**config.mk**
```make
export PLATFORM = sky130hd
export DESIGN_NAME = imm_ext_unit
export DESIGN_NICKNAME = d
export VERILOG_FILES = /design/src/rtl/imm_ext_unit.sv
export SDC_FILE = /design/constraint.sdc
export NUM_CORES = 1
export LEC_CHECK = 0
export CORE_UTILIZATION = 45
export DETAILED_ROUTE_END_ITERATION = 12
export MAX_ROUTING_LAYER = met4
export PLACE_DENSITY = 0.75
export SYNTH_ARGS = -nofsm -noshare
export SYNTH_HDL_FRONTEND = slang
export SYNTH_SLANG_ARGS = --single-unit
```
**constraint.sdc**
```tcl
create_clock -name clk -period 2.3 [get_ports clk]
set_input_delay 0.345 -clock clk [delete_from_list [all_inputs] [get_ports clk]]
set_output_delay 0.345 -clock clk [all_outputs]
set_load 0.03 [all_outputs]
```
**src/rtl/imm_ext_unit.sv**
```systemverilog
// imm_ext_unit: buffered immediate extender (sign / zero / sign-shift-1)
// with a 2-entry output FIFO between decode and the ALU operand mux.
// Optional accepted-transaction counter: define IMMEXT_STATS_EN.
module imm_ext_unit #(
  parameter int IN_W     = 6,
  parameter int NARROW_W = 4,
  parameter int OUT_W    = 8
) (
  input  logic             clk,
  input  logic             reset_n,
  input  logic             in_valid,
  output logic             in_ready,
  input  logic [IN_W-1:0]  data_in,
  input  logic             field_sel,
  input  logic [1:0]       mode,
  output logic             out_valid,
  input  logic             out_ready,
  output logic [OUT_W-1:0] data_out,
  output logic             out_err,
  output logic [15:0]      stat_count
);

  typedef enum logic [1:0] {
    MODE_SIGN  = 2'b00,
    MODE_ZERO  = 2'b01,
    MODE_SHIFT = 2'b10,
    MODE_RSVD  = 2'b11
  } mode_t;

  logic [OUT_W-1:0] buf_data [2];
  logic [1:0]       buf_err;
  logic             head;
  logic             tail;
  logic [1:0]       count;

  logic             push;
  logic             pop;

  logic [OUT_W-1:0] sext_full;
  logic [OUT_W-1:0] sext_narrow;
  logic [OUT_W-1:0] zext_full;
  logic [OUT_W-1:0] zext_narrow;
  logic [OUT_W-1:0] ext_sign;
  logic [OUT_W-1:0] ext_zero;
  logic [OUT_W-1:0] ext_data;
  logic             ext_err;

  assign in_ready  = (count != 2'd2);
  assign out_valid = (count != 2'd0);
  assign push      = in_valid && in_ready;
  assign pop       = out_valid && out_ready;

  assign data_out  = buf_data[head];
  assign out_err   = buf_err[head];

  assign sext_full   = {{(OUT_W-IN_W){data_in[IN_W-1]}}, data_in};
  assign sext_narrow = {{(OUT_W-NARROW_W){data_in[NARROW_W-1]}}, data_in[NARROW_W-1:0]};
  assign zext_full   = {{(OUT_W-IN_W){1'b0}}, data_in};
  assign zext_narrow = {{(OUT_W-NARROW_W){1'b0}}, data_in[NARROW_W-1:0]};
  assign ext_sign    = field_sel ? sext_full : sext_narrow;
  assign ext_zero    = field_sel ? zext_full : zext_narrow;

  // Extension result for the entry being pushed this cycle
  always_comb begin
    ext_data = '0;
    ext_err  = 1'b0;
    case (mode_t'(mode))
      MODE_SIGN:  ext_data = ext_sign;
      MODE_ZERO:  ext_data = ext_zero;
      MODE_SHIFT: ext_data = {ext_sign[OUT_W-2:0], 1'b0};
      MODE_RSVD:  ext_err  = 1'b1;
    endcase
  end

  // FIFO pointers, occupancy and entry storage
  always_ff @(posedge clk or negedge reset_n) begin
    if (!reset_n) begin
      head  <= 1'b0;
      tail  <= 1'b0;
      count <= 2'd0;
      for (int unsigned i = 0; i < 2; i++) begin
        buf_data[i] <= '0;
      end
      buf_err <= '0;
    end else begin
      if (push) begin
        buf_data[tail] <= ext_data;
        buf_err[tail]  <= ext_err;
        tail           <= ~tail;
      end
      // Draining the last entry copies it into the slot the head moves to,
      // so data_out/out_err keep showing the last value while empty.
      if (pop && !push && count == 2'd1) begin
        buf_data[~head] <= buf_data[head];
        buf_err[~head]  <= buf_err[head];
      end
      if (pop) begin
        head <= ~head;
      end
      case ({push, pop})
        2'b10:   count <= count + 2'd1;
        2'b01:   count <= count - 2'd1;
        default: count <= count;
      endcase
    end
  end

`ifdef IMMEXT_STATS_EN
  logic [15:0] stat_q;

  // Saturating count of accepted pushes
  always_ff @(posedge clk or negedge reset_n) begin
    if (!reset_n) begin
      stat_q <= '0;
    end else if (push && stat_q != '1) begin
      stat_q <= stat_q + 16'd1;
    end
  end

  assign stat_count = stat_q;
`else
  assign stat_count = '0;
`endif

endmodule
```
==> metrics <==
largest fanout on the critical path 13; YS warnings 0; Hold Path Class in2async; Core Area around 3100 um2; reg2reg setup slack between 0.3 and 0.4 ns; GRT overflow 0; Post-synth top cells 22 x dfrtp_1, 21 x nand2_1, 16 x buf_4, 14 x o21ai_0, 11 x nor2_1; Sink Count 22; RSZ-0062 raised after global routing no; post-placement cell count ~220; Non-Filler Instances roughly 230; grt met1 use a little over a quarter; synthesized cell area roughly 1500 um2; Ports 40; Leakage 0.760 nW; vias in the first global route about 1100; Final GP Congestion around 0.76; path depth of the worst reg2reg path 7; critical path's largest stage delay ~0.6 ns; R2R Path End buf_data[5]; Stages on worst setup path 2; Synth area leader dfrtp_1; Die Span Y between 50 and 60 um; Fin. Hold Viols 0; CTS tree yes; Total Wirelength between 3 and 4 mm; Fin Hold WS about 0.36 ns; met3 usage approximately 2.6%; Area Overhead vs Synth 16.7%; # fillers 281; crit path capture out_err; Slew Viols, Final 0; number of library cell types mapped by synthesis 36; layout cell share with drive strength beyond 1 10.9%; H-tree depth 1; clock buffer count from CTS 3; die width roughly 60 um; Crit Reg-Reg Startpoint count[0]; drt wl/cell approximately 14 um; status finished, final reports clean; crit-path cells mux2_2 -> clkdlybuf4s50_1; Max-cap violations 0; Slowest cell on crit path clkdlybuf4s50_1; count leader, synth dfrtp_1; post-layout power approximately 2.4 mW; CP Capture Type output port; syn_area_per_cell between 9 and 10 um2; Main synth FF type dfrtp_1; clk slew on worst S/H paths 0.14 ns; area share of the largest cell type after synthesis around 37%; register area around 550 um2; Max Freq roughly 450 MHz; antenna cells 0; Arr. time, crit path 1.86 ns; minimum clock period between 2 and 2.5 ns; asr flop ratio synth 100%; initial DRC count between 40 and 50; DRC 0; Post-synth EDFFs 0; synthesized instance count around 160; crit path from head; via density per instance ~5.2; pre-CTS WS between 0.2 and 0.3 ns; fin crit share around 96%; most used routing layer met2; setup ws final 0.0943 ns; Initial Utilization between 40 and 50%; Final TNS setup 0 ns; DP Area 1690 um2; Worst VDD drop between 0.5 and 0.6 mV; post-CTS setup buffers 0; Vias 1193; Area contributors post-synth dfrtp_1 37%, buf_4 8.0%, mux2_2 7.5%; clk_lat worst skew about 0.32 ns; final core occ between 50% and 60%; Synth Register Bits 22; Multi-input gate area 816 um2; post-synthesis sequential area ratio between 30% and 40%; Post-Layout Inst Area between 1500 and 2000 um2; CP Class reg2out; DRT antenna net count 0; Max clock buf depth 2; # rows 20; Initial DRT Pass Iterations 5; layout net count between 200 and 250; Buf/Inv on CP 1; initial antenna violation count 0; Root Buffer clkbuf_4; crit-path leading delay family buffers and inverters; Buffers on Ports 23; detailed placer's ending HPWL 2.33 mm; crit start category flip-flop; # setup viols final 0; clock skew 0.00810 ns; GRT Util Overall approximately a fifth; largest net degree at the start of global routing 23; GRT met2 Usage about a third; pwr dens 1350 nW/um2; Critical Path RT a little under 2 ns; first-pass GRT wire length ~5.3 mm; die area ~3600 um2
## kinds of logic (layout without fill, tap and decap cells)
| group | after synthesis | count (layout) | synth area share (%) |
|---|---|---|---|
| AND/OR/NAND/NOR | 65 | 65 | 25.0 |
| flip-flops | 22 | 22 | 36.8 |
| adder cells (fa/ha/maj) | 4 | 4 | 3.35 |
| XOR/XNOR | 3 | 3 | 1.76 |
| multiplexers | 12 | 12 | 8.87 |
| AO/OA/AOI/OAI | 28 | 28 | 11.5 |
| buffers and inverters | 29 | 34 | 12.4 |
| other | 1 | 16 | 0.251 |
## area by class of cell
class | instances | area share [%]
Multi-Input combinational cell | 128 | 46.7
Clock buffer | 3 | 1.29
Sequential cell | 22 | 31.6
Clock inverter | 1 | 1.72
Timing Repair Buffer | 26 | 14.6
Tap cell | 44 | 3.15
Inverter | 4 | 0.860
## worst min path at each step
stage,slack (ns),end,depth (start not counted)
5_1_grt,0.35,buf_data[2],2
2_1_floorplan,0.05,buf_data[0],0
4_1_cts,0.36,buf_data[0],2
3_3_place_gp,0.49,buf_err[0],2
3_5_place_dp,0.49,buf_data[9],2
6_report,0.36,buf_data[10],2
## layout by cell type (no fill, tap or decap), drive strengths merged, types with 3 or more instances in the layout
master         instances
o31ai                  5
conb                  16
nand2                 21
nor2b                  6
ha                     4
mux2                  10
o21ai                 15
dfrtp                 22
buf                    3
clkdlybuf4s50         22
clkbuf                 3
and3b                  7
inv                    4
nor2                  11
nor3                   6
## per-layer routing
metal / share of wire [%] / vias to the layer above
li1: - / 580
met1: 42 / 575
met2: 52 / 34
met3: 3.9 / 4
met4: 1.3 / 0
met5: 0 / -
## power breakdown
group          total [mW]  switching (mW)  internal, mW
clock               0.305           0.128         0.176
sequential          0.764           0.188         0.576
combinational        1.28           0.699         0.586
## state kept, by name (all words and copies together), names as in the netlist
register / count
buf_data: 16
tail: 1
head: 1
count: 2
buf_err: 2
## timing repair
item / CTS / global route
hold buffers: 0 / 0
endpoints found under the hold margin: 0 / 0
endpoints found under the setup margin: 9 / 1
gates resized for setup: 1 / 1
Note: power is estimated with default switching activity, not from simulation.
